<file path="src/rtl/alu_seq_pkg.sv">
// Shared types for the sequential ALU: opcodes, FSM states and flag positions.
package alu_seq_pkg;

  typedef enum logic [3:0] {
    OP_ADD  = 4'b0000,
    OP_SUB  = 4'b0001,
    OP_RSB  = 4'b0010,
    OP_BIC  = 4'b0011,
    OP_AND  = 4'b0100,
    OP_ORR  = 4'b0101,
    OP_EOR  = 4'b0110,
    OP_XNOR = 4'b0111,
    OP_ADC  = 4'b1000,
    OP_SBC  = 4'b1001,
    OP_LSL  = 4'b1010,
    OP_LSR  = 4'b1011,
    OP_ASR  = 4'b1100,
    OP_MUL  = 4'b1101,
    OP_CMP  = 4'b1110,
    OP_MOV  = 4'b1111
  } op_e;

  typedef enum logic {
    ST_IDLE = 1'b0,
    ST_MUL  = 1'b1
  } state_e;

  // Bit positions inside the packed {N,Z,C,V} flag register.
  localparam int FLAG_V = 0;
  localparam int FLAG_C = 1;
  localparam int FLAG_Z = 2;
  localparam int FLAG_N = 3;
  localparam int FLAG_W = 4;

endpackage

</file>
<file path="src/rtl/alu_seq_if.sv">
// Request/response bundle of the sequential ALU: input handshake with operands,
// output handshake with result and the registered NZCV flags.
interface alu_seq_if #(
  parameter int W = 4
);
  logic         in_valid;
  logic         in_ready;
  logic [W-1:0] A;
  logic [W-1:0] B;
  logic [3:0]   ALUcntrl;
  logic         S;
  logic         out_valid;
  logic         out_ready;
  logic [W-1:0] O;
  logic         N;
  logic         Z;
  logic         CO;
  logic         OVF;

  modport master (
    output in_valid, A, B, ALUcntrl, S, out_ready,
    input  in_ready, out_valid, O, N, Z, CO, OVF
  );

  modport slave (
    input  in_valid, A, B, ALUcntrl, S, out_ready,
    output in_ready, out_valid, O, N, Z, CO, OVF
  );
endinterface

</file>
<file path="src/rtl/alu_seq_shifter.sv">
// Combinational barrel shifter for LSL/LSR/ASR. The operand is widened by one
// bit so the last bit shifted out lands in a fixed position for the carry;
// amounts of W or more naturally yield the correct fill and carry.
module alu_seq_shifter
  import alu_seq_pkg::*;
#(
  parameter int W  = 4,
  parameter int SW = $clog2(W)
) (
  input  logic [W-1:0]  a,
  input  logic [SW-1:0] amt,
  input  op_e           op,
  output logic [W-1:0]  res,
  output logic          c_out
);

  logic [W:0]        lsl_ext;
  logic [W:0]        lsr_ext;
  logic signed [W:0] asr_ext;

  // Select the shifted value and the bit that fell off the end.
  always_comb begin
    lsl_ext = {1'b0, a} << amt;
    lsr_ext = {a, 1'b0} >> amt;
    asr_ext = $signed({a, 1'b0}) >>> amt;
    res     = a;
    c_out   = 1'b0;
    case (op)
      OP_LSL: begin
        res   = lsl_ext[W-1:0];
        c_out = lsl_ext[W];
      end
      OP_LSR: begin
        res   = lsr_ext[W:1];
        c_out = lsr_ext[0];
      end
      OP_ASR: begin
        res   = asr_ext[W:1];
        c_out = asr_ext[0];
      end
      default: ;
    endcase
  end

endmodule

</file>
<file path="src/rtl/alu_seq.sv">
// Registered ALU with valid/ready handshakes, persistent NZCV flags and a
// W-cycle shift-add multiplier. One operation is in flight at a time.
//
// state   | meaning
// --------+-----------------------------------------------------------
// ST_IDLE | ready for a request; single-cycle ops complete on accept
// ST_MUL  | shift-add multiply in progress, cnt counts down to 0
module alu_seq
  import alu_seq_pkg::*;
#(
  parameter int W  = 4,
  parameter int SW = $clog2(W)
) (
  input  logic clk,
  input  logic rst_n,
  alu_seq_if.slave bus
);

  // Counter must hold W-1; guard the degenerate clog2 of 1.
  localparam int CW = (W > 1) ? $clog2(W) : 1;

  state_e              state_q, state_d;
  logic [W-1:0]        o_q;
  logic                valid_q;
  logic [FLAG_W-1:0]   flags_q;
  logic [W-1:0]        acc_q, mcand_q, mplier_q;
  logic [CW-1:0]       cnt_q;
  logic                s_q;

  op_e                 op_in;
  logic                accept;
  logic                in_ready;
  logic                flag_wr;

  logic [W-1:0]        add_x, add_y;
  logic                add_cin;
  logic [W:0]          sum;
  logic                add_v;
  logic [W-1:0]        res;
  logic                c_new, v_new;
  logic [FLAG_W-1:0]   flags_new;

  logic [W-1:0]        sh_res;
  logic                sh_c;
  logic [W-1:0]        acc_next;
  logic                mul_done;

  assign op_in    = op_e'(bus.ALUcntrl);
  assign in_ready = (state_q == ST_IDLE) & (~valid_q | bus.out_ready);
  assign accept   = bus.in_valid & in_ready;
  assign flag_wr  = bus.S | (op_in == OP_CMP);

  assign bus.in_ready  = in_ready;
  assign bus.out_valid = valid_q;
  assign bus.O         = o_q;
  assign bus.N         = flags_q[FLAG_N];
  assign bus.Z         = flags_q[FLAG_Z];
  assign bus.CO        = flags_q[FLAG_C];
  assign bus.OVF       = flags_q[FLAG_V];

  alu_seq_shifter #(.W(W), .SW(SW)) u_shifter (
    .a     (bus.A),
    .amt   (bus.B[SW-1:0]),
    .op    (op_in),
    .res   (sh_res),
    .c_out (sh_c)
  );

  // Shared adder: every arithmetic op is x + y + cin with y possibly inverted,
  // so carry is bit W (not-borrow for subtracts) and V follows one sign rule.
  always_comb begin
    add_x   = bus.A;
    add_y   = bus.B;
    add_cin = 1'b0;
    case (op_in)
      OP_SUB, OP_CMP: begin
        add_y   = ~bus.B;
        add_cin = 1'b1;
      end
      OP_RSB: begin
        add_x   = bus.B;
        add_y   = ~bus.A;
        add_cin = 1'b1;
      end
      OP_ADC: add_cin = flags_q[FLAG_C];
      OP_SBC: begin
        add_y   = ~bus.B;
        add_cin = flags_q[FLAG_C];
      end
      default: ;
    endcase
    sum   = {1'b0, add_x} + {1'b0, add_y} + {{W{1'b0}}, add_cin};
    add_v = (add_x[W-1] == add_y[W-1]) & (sum[W-1] != add_x[W-1]);
  end

  // Single-cycle result and the C/V values it would write; ops that leave
  // C or V alone simply pass the current register value through.
  always_comb begin
    res   = '0;
    c_new = flags_q[FLAG_C];
    v_new = flags_q[FLAG_V];
    case (op_in)
      OP_ADD, OP_SUB, OP_RSB, OP_ADC, OP_SBC, OP_CMP: begin
        res   = sum[W-1:0];
        c_new = sum[W];
        v_new = add_v;
      end
      OP_BIC:  res = bus.A & ~bus.B;
      OP_AND:  res = bus.A & bus.B;
      OP_ORR:  res = bus.A | bus.B;
      OP_EOR:  res = bus.A ^ bus.B;
      OP_XNOR: res = ~(bus.A ^ bus.B);
      OP_LSL, OP_LSR, OP_ASR: begin
        res = sh_res;
        if (bus.B[SW-1:0] != '0) c_new = sh_c;
      end
      OP_MOV:  res = bus.B;
      default: ;
    endcase
    flags_new            = flags_q;
    flags_new[FLAG_N]    = res[W-1];
    flags_new[FLAG_Z]    = (res == '0);
    flags_new[FLAG_C]    = c_new;
    flags_new[FLAG_V]    = v_new;
  end

  assign acc_next = acc_q + (mplier_q[0] ? mcand_q : '0);
  assign mul_done = (state_q == ST_MUL) && (cnt_q == '0);

  // FSM state register.
  always_ff @(posedge clk or negedge rst_n) begin
    if (!rst_n) state_q <= ST_IDLE;
    else        state_q <= state_d;
  end

  // Next-state: only a MUL accept leaves IDLE; the final multiply step returns.
  always_comb begin
    state_d = state_q;
    case (state_q)
      ST_IDLE: if (accept && op_in == OP_MUL) state_d = ST_MUL;
      ST_MUL:  if (mul_done) state_d = ST_IDLE;
      default: state_d = ST_IDLE;
    endcase
  end

  // Result, flag and multiplier registers.
  always_ff @(posedge clk or negedge rst_n) begin
    if (!rst_n) begin
      o_q      <= '0;
      valid_q  <= 1'b0;
      flags_q  <= '0;
      acc_q    <= '0;
      mcand_q  <= '0;
      mplier_q <= '0;
      cnt_q    <= '0;
      s_q      <= 1'b0;
    end else begin
      case (state_q)
        ST_IDLE: begin
          if (accept) begin
            if (op_in == OP_MUL) begin
              acc_q    <= '0;
              mcand_q  <= bus.A;
              mplier_q <= bus.B;
              cnt_q    <= CW'(W - 1);
              s_q      <= bus.S;
              valid_q  <= 1'b0;
            end else begin
              o_q     <= res;
              valid_q <= 1'b1;
              if (flag_wr) flags_q <= flags_new;
            end
          end else if (valid_q && bus.out_ready) begin
            valid_q <= 1'b0;
          end
        end
        ST_MUL: begin
          acc_q    <= acc_next;
          mcand_q  <= mcand_q << 1;
          mplier_q <= mplier_q >> 1;
          if (cnt_q == '0) begin
            o_q     <= acc_next;
            valid_q <= 1'b1;
            if (s_q) begin
              flags_q[FLAG_N] <= acc_next[W-1];
              flags_q[FLAG_Z] <= (acc_next == '0);
            end
          end else begin
            cnt_q <= cnt_q - CW'(1);
          end
        end
        default: ;
      endcase
    end
  end

endmodule

</file>
<file path="src/flat_wrapper.sv">
// flat-port wrapper written by rule: the top's interface ports become plain ports
module alu_seq_flat import alu_seq_pkg::*;
#(
  parameter int W  = 4,
  parameter int SW = $clog2(W)
)
  (clk, rst_n, bus_in_valid, bus_A, bus_B, bus_ALUcntrl, bus_S, bus_out_ready, bus_in_ready, bus_out_valid, bus_O, bus_N, bus_Z, bus_CO, bus_OVF);
  alu_seq_if #(.W(W)) bus_i ();
  input  logic clk;
  input  logic rst_n;
  input wire logic [$bits(bus_i.in_valid)-1:0] bus_in_valid;
  input wire logic [$bits(bus_i.A)-1:0] bus_A;
  input wire logic [$bits(bus_i.B)-1:0] bus_B;
  input wire logic [$bits(bus_i.ALUcntrl)-1:0] bus_ALUcntrl;
  input wire logic [$bits(bus_i.S)-1:0] bus_S;
  input wire logic [$bits(bus_i.out_ready)-1:0] bus_out_ready;
  output wire logic [$bits(bus_i.in_ready)-1:0] bus_in_ready;
  output wire logic [$bits(bus_i.out_valid)-1:0] bus_out_valid;
  output wire logic [$bits(bus_i.O)-1:0] bus_O;
  output wire logic [$bits(bus_i.N)-1:0] bus_N;
  output wire logic [$bits(bus_i.Z)-1:0] bus_Z;
  output wire logic [$bits(bus_i.CO)-1:0] bus_CO;
  output wire logic [$bits(bus_i.OVF)-1:0] bus_OVF;
  assign bus_i.in_valid = bus_in_valid;
  assign bus_i.A = bus_A;
  assign bus_i.B = bus_B;
  assign bus_i.ALUcntrl = bus_ALUcntrl;
  assign bus_i.S = bus_S;
  assign bus_i.out_ready = bus_out_ready;
  assign bus_in_ready = bus_i.in_ready;
  assign bus_out_valid = bus_i.out_valid;
  assign bus_O = bus_i.O;
  assign bus_N = bus_i.N;
  assign bus_Z = bus_i.Z;
  assign bus_CO = bus_i.CO;
  assign bus_OVF = bus_i.OVF;
  alu_seq #(.W(W), .SW(SW)) u_core (.clk(clk), .rst_n(rst_n), .bus(bus_i));
endmodule
</file>
<file path="config.mk">
export PLATFORM = sky130hd
export DESIGN_NAME = alu_seq_flat
export DESIGN_NICKNAME = d
export VERILOG_FILES = /design/src/rtl/alu_seq_pkg.sv /design/src/rtl/alu_seq_if.sv /design/src/rtl/alu_seq_shifter.sv /design/src/rtl/alu_seq.sv /design/src/flat_wrapper.sv
export SDC_FILE = /design/constraint.sdc
export NUM_CORES = 1
export LEC_CHECK = 0
export ABC_CLOCK_PERIOD_IN_PS = 2690
export CAP_MARGIN = 20
export CORE_AREA = 3 3 93 86
export CTS_BUF_LIST = sky130_fd_sc_hd__clkbuf_4
export CTS_CLUSTER_DIAMETER = 80
export CTS_CLUSTER_SIZE = 14
export DETAILED_ROUTE_END_ITERATION = 10
export DIE_AREA = 0 0 96 89
export DONT_BUFFER_PORTS = 1
export MAX_ROUTING_LAYER = met4
export SLEW_MARGIN = 10
export SYNTH_ARGS = -nofsm -noshare
export SYNTH_HDL_FRONTEND = slang
export SYNTH_SLANG_ARGS = --single-unit
</file>
<file path="constraint.sdc">
create_clock -name clk -period 2.69 [get_ports clk]
set_input_delay 0.807 -clock clk [delete_from_list [all_inputs] [get_ports clk]]
set_output_delay 0.807 -clock clk [all_outputs]
set_load 0.005 [all_outputs]
</file>
==> results of run 1 <==
## worst paths after layout
kind	start	endpoint
worst min register to register	u_core.cnt_q[0]	u_core.cnt_q[0]
worst max-delay path	bus_ALUcntrl[2]	u_core.flags_q[2]
max in group asynchronous	rst_n	u_core.bus.O[1]
min in group clk	u_core.cnt_q[0]	u_core.cnt_q[0]
worst min-delay path	rst_n	u_core.flags_q[0]
worst max register to register	u_core.flags_q[1]	u_core.flags_q[2]
## report_power, final
part	switching [mW]	internal [mW]	total [mW]
sequential	0.129	0.539	0.668
clock	0.121	0.0568	0.178
combinational	0.401	0.345	0.745
total	0.650	0.941	1.59
## cell type report
type	instances	area, um2	share of cell area, %
flip-flops and latches	25	626	22.9
repair buffers	25	188	6.87
clock buffers	3	22.5	0.824
inverters	21	78.8	2.88
well taps	93	116	4.26
clock inverters	1	7.51	0.275
multi-input cells	231	1690	62.0
## flip-flops by register name, summed over array words and instances (netlist names), 2 cells and up
register / flops
u_core.acc_q: 4
u_core.flags_q: 4
u_core.bus.O: 4
u_core.cnt_q: 2
u_core.mplier_q: 4
u_core.mcand_q: 4
## metal layers
layer  up-vias  GRT usage [%]  share of wire, %
met5         -              -                 0
met4         0           3.88               1.3
met3         8           2.53               6.4
met2        65           27.2                46
met1      1063           23.1                46
li1       1084              -                 -
## through the flow
stage | setup slack, ns | TNS (ns) | power [mW] | utilization, %
finish | -0.0673 | -0.152 | 1.59 | 38.6
global route | -0.184 | -0.571 | 1.75 | 38.6
floorplan | -0.311 | -1.30 | 1.24 | -
global placement | -0.395 | -1.88 | 1.40 | 37.8
detailed placement | -0.446 | -2.11 | 1.42 | 37.8
CTS | -0.0354 | -0.0884 | 1.61 | 38.4
## logic make-up after synthesis
kind of cell | share of synthesized area [%]
buffers and inverters | 8.21
AO/OA/AOI/OAI | 24.0
flip-flops | 25.3
XOR/XNOR | 2.13
multiplexers | 8.72
adder cells (fa/ha/maj) | 9.02
AND/OR/NAND/NOR | 22.6
## what timing repair did
action                                  4_1_cts  5_1_grt
gates resized for setup                       2        0
hold endpoints to repair                      0        0
pin swaps                                     4        2
endpoints found under the setup margin        3        5
buffers inserted                              1        2
## synth_stat cells (5+ instances only)
master	n	area [um2]
and2_1	5	31.3
buf_4	5	37.5
nand2b_1	9	56.3
nor2_1	20	75.1
clkbuf_1	6	22.5
nand3_1	5	25.0
ha_1	13	163
a21o_1	5	37.5
nor2b_1	7	43.8
a21oi_1	18	90.1
nor3_1	7	35.0
buf_2	6	30.0
o21ai_1	7	35.0
mux2i_1	17	170
nand2_1	31	116
o21ai_0	12	60.1
inv_1	19	71.3
dfrtp_1	25	626
==> flow_summary_export.csv, run 1 <==
group,metric,value,unit
outcome,run_status,"complete, but fails checks",
outcome,failed_checks,"setup timing",
grt,grt_pass1_vias,2153,
sta,clock_skew,0.0149,ns
critical_path,worstSetupEndpointType,"register",
sta,fin_ws,-0.0673,ns
cells_and_area,final_common_cell,"nand2_1",
grt,grt_max_degree,30,
clock_tree,ctsRootBufferMaster,"clkbuf_4",
route,avgRoutedWirePerCell,17.0,um
critical_path,cp.depth,11,
sta,finalHoldViolations,0,
critical_path,crit_type,"input port to register",
floorplan,die_w,96,um
critical_path,ff2ff_path_depth,10,
critical_path,worst_path_max_delay_cell,"a221oi_2",
floorplan,start_util,34.9,%
critical_path,critical-path-top-delay-family,"compound AO/OA/AOI/OAI gates",
clock_tree,path_clk_slew,0.16,ns
placed_design,hpwl,5050,um
critical_path,start_kind,"input port",
critical_path,r2r_setup_slack,0.17,ns
synth,yosysWarnings,0,
grt,overflow,0,
sta,finalMaxSlewViolations,0,
synth,synthFlopType,"dfrtp_1",
synth,synth_area,2470,um2
cells_and_area,area_growth,10.7,%
cells_and_area,post-route-cell-area,2730,um2
synth,synth_enable_flop_cells,0,
sta,worst_hold_slack,0.146,ns
clock_tree,cts_tree,"built",
synth,ys_seq_elements,25,
grt,antenna_found_initial,0,
critical_path,critPathMaxStageDelay,0.36,ns
sta,period_needed,2.76,ns
placed_design,place.gp.congestion,0.845,
critical_path,path_max_fanout,22,
hold_path,hold_class,"input port to async pin",
sta,worst_pin_slew,0.487,ns
synth,netlist_instances,297,
clock_tree,clock_latency,0.33,ns
clock_tree,cts_sinks,25,
placed_design,place_area,2670,um2
synth,synth_nets,330,
sta,relSlewSlack,67.3,%
route,drc,0,
route,viasPerCell,5.56,
clock_tree,cts_buffers,3,
pwr,power_density,582,nW/um2
pwr,peakVddDrop,0.253,mV
clock_tree,clock_path_buffers,2,
grt,grtUsageTotal,17.2,%
floorplan,dieArea,8540,um2
critical_path,worst-path-buf-inv,0,
route,drt_first_pass_iters,4,
critical_path,worstPathRequired,2.94,ns
sta,max_clock_freq,0.363,GHz
clock_tree,h-tree-depth,1,
cells_and_area,drive_gt1_share,16.3,%
sta,rsz0062_at_grt,"true",
floorplan,pin_count,27,
route,via_count,2220,
sta,finalSetupViolCount,4,
clock_tree,cts_hold_buf,0,
route,finalWirelength,6770,um
pwr,p_leak,1.20,nW
run,cap_violations,0,
synth,ys_seq_area_share,25.3,%
synth,ys_types,64,
critical_path,crit_chain,"or2_4 > a21oi_4 > o21ai_2 > a211o_1 > ha_1 > a21o_1 > a21oi_2 > xnor2_1 > a221oi_2 > nand2_1 > o31ai_1",
route,drtAntennaViolNets,0,
synth,synthArstFlopShare,100,%
cells_and_area,nFillCells,740,
floorplan,fp.dieH,89,um
cells_and_area,nets,340,
placed_design,io_buffers,0,
cells_and_area,diodes,0,
cells_and_area,final_cell_mix,"31 x nand2_1, 25 x buf_4, 25 x dfrtp_1",
floorplan,core_area,7080,um2
grt,grt_pass1_wl,11200,um
cells_and_area,instances_no_fill,399,
critical_path,crit_arrival,3.00,ns
placed_design,dp.cells,392,
sta,period_share,103,%
route,dr.first_iter.drc_count,158,
floorplan,rows,29,
synth,synth.avg_cell_area,8.31,um2
(Power assumes the default switching activity.)
==> inputs of run 2 (changes only) <==
--- a/config.mk
+++ b/config.mk
@@ -14,6 +14,7 @@
 export DETAILED_ROUTE_END_ITERATION = 10
 export DIE_AREA = 0 0 96 89
 export DONT_BUFFER_PORTS = 1
+export GPL_TIMING_DRIVEN = 0
 export MAX_ROUTING_LAYER = met4
 export SLEW_MARGIN = 10
 export SYNTH_ARGS = -nofsm -noshare
==> run 2 against run 1 <==
The run still ends with setup timing left. Clock skew is 0.0074 ns lower. Sequential power is 2% higher. Worst hold slack better by 0.0062 ns. Largest cell class unchanged. Total power is 2.1% higher. Cell area is 2.8% higher. Count of clock-buffer cells in the layout stayed put. Register-to-register slack better by 0.07 ns. Via count is 1.8% higher. Global-route usage is 0.44 points lower. Cell count is 1.3% higher. Worst setup slack worse by 0.14 ns. Non-clock buffer count is 5 higher.
==> flow_summary_export.csv, run 2 (synthesis results as in run 1) <==
group,metric,value,unit
sta,finalHoldViolations,0,
sta,finalMaxSlewViolations,0,
sta,period_share,108,%
clock_tree,cts_buffers,3,
route,drtAntennaViolNets,0,
grt,overflow,0,
sta,finalSetupViolCount,5,
critical_path,crit_type,"input port to register",
pwr,power_density,578,nW/um2
floorplan,rows,29,
floorplan,start_util,34.9,%
sta,worst_pin_slew,0.549,ns
pwr,p_leak,1.24,nW
placed_design,hpwl,5170,um
grt,antenna_found_initial,0,
clock_tree,cts_hold_buf,0,
pwr,total_power,1.62,mW
grt,grt_max_degree,26,
hold_path,hold_class,"input port to async pin",
route,dr.first_iter.drc_count,123,
cells_and_area,final_common_cell,"nand2_1",
route,drc,0,
floorplan,fp.dieH,89,um
placed_design,place.gp.congestion,0.921,
critical_path,path_max_fanout,6,
clock_tree,cts_tree,"built",
clock_tree,h-tree-depth,1,
critical_path,ff2ff_path_depth,10,
pwr,peakVddDrop,0.215,mV
cells_and_area,drive_gt1_share,17.7,%
floorplan,pin_count,27,
critical_path,crit_arrival,3.14,ns
cells_and_area,final_cell_mix,"30 x nand2_1, 25 x dfrtp_1, 20 x nor2_1",
sta,fin_ws,-0.212,ns
critical_path,r2r_setup_slack,0.24,ns
sta,clock_skew,0.00746,ns
outcome,run_status,"complete, but fails checks",
cells_and_area,final_core_util,39.7,%
critical_path,worstSetupEndpointType,"register",
clock_tree,path_clk_slew,0.14,ns
sta,relSlewSlack,63.4,%
grt,grtUsageTotal,16.7,%
route,finalWirelength,6850,um
clock_tree,clock_path_buffers,2,
critical_path,worstPathRequired,2.93,ns
run,cap_violations,0,
placed_design,io_buffers,0,
floorplan,dieArea,8540,um2
grt,grt_pass1_wl,11000,um
route,avgRoutedWirePerCell,17.0,um
sta,period_needed,2.90,ns
critical_path,start_kind,"input port",
cells_and_area,diodes,0,
clock_tree,ctsRootBufferMaster,"clkbuf_4",
floorplan,core_area,7080,um2
outcome,failed_checks,"setup timing",
route,viasPerCell,5.60,
grt,grt_pass1_vias,2203,
cells_and_area,area_growth,13.8,%
sta,max_clock_freq,0.345,GHz
clock_tree,cts_sinks,25,
route,via_count,2261,
sta,rsz0062_at_grt,"true",
floorplan,die_w,96,um
cells_and_area,nets,345,
route,drt_first_pass_iters,4,
clock_tree,clock_latency,0.32,ns
run 2: cell types whose count changed in the layout (fill, tap and decap cells not counted), moves of 2 or more:
cell	change
buf_4	-13
buf_6	+7
clkbuf_1	+4
buf_2	+3
o21ai_0	-2
o21ai_1	+2
run 2: final timing paths:
check,startpoint,endpoint
max,bus_ALUcntrl[2],u_core.flags_q[2]
min,rst_n,u_core.mplier_q[0]
max reg2reg,u_core.flags_q[1],u_core.flags_q[2]
min reg2reg,u_core.cnt_q[0],u_core.cnt_q[0]
max in group asynchronous,rst_n,u_core.flags_q[3]
min in group clk,u_core.cnt_q[0],u_core.cnt_q[0]
run 2: power by group:
| group | leakage (nW) | internal (mW) | total [mW] | switching (mW) |
|---|---|---|---|---|
| registers | 0.313 | 0.540 | 0.681 | 0.142 |
| clock network | 0.0177 | 0.0557 | 0.172 | 0.116 |
| logic | 0.906 | 0.341 | 0.771 | 0.430 |
run 2: final cells by class:
cell class / count / area, um2
Fill cell: 732 / 4270
Sequential cell: 25 / 626
Timing Repair Buffer: 10 / 78.8
Clock inverter: 1 / 5.00
Multi-Input combinational cell: 231 / 1710
Tap cell: 93 / 116
Buffer: 20 / 174
Inverter: 21 / 78.8
Clock buffer: 3 / 22.5
run 2: repair_timing:
| action | CTS | global route |
|---|---|---|
| setup buffers | 10 | 2 |
| pin swaps | 6 | 7 |
| setup endpoints to repair | 5 | 7 |
| resized for setup | 16 | 4 |
run 2: worst max-delay path, cell delays in order:
cell and delay, ns:
buf_12 0.11, or2_4 0.26, a21oi_4 0.16, o21ai_2 0.09
a211o_1 0.31, ha_1 0.28, a21o_1 0.19, a21oi_2 0.16
xnor2_1 0.11, a221oi_2 0.34, nand2_1 0.09, o31ai_1 0.22
run 2: routing by layer:
layer | up-vias | part of all wire [%] | track usage (%)
met3 | 6 | 7.0 | 1.94
li1 | 1093 | - | -
met1 | 1085 | 46 | 22.9
met5 | - | 0 | -
met4 | 0 | 0.70 | 3.62
met2 | 77 | 46 | 26.5
run 2: metrics by stage:
step	setup slack [ns]	hold slack (ns)	area, um2	std cells	TNS [ns]
floorplan	-0.311	0.440	2530	297	-1.30
global placement	-0.720	0.459	2650	390	-3.62
detailed placement	-0.766	0.460	2650	390	-3.81
CTS	-0.146	0.144	2810	404	-0.522
global route	-0.326	0.119	2810	404	-1.36
finish	-0.212	0.152	2810	404	-0.847
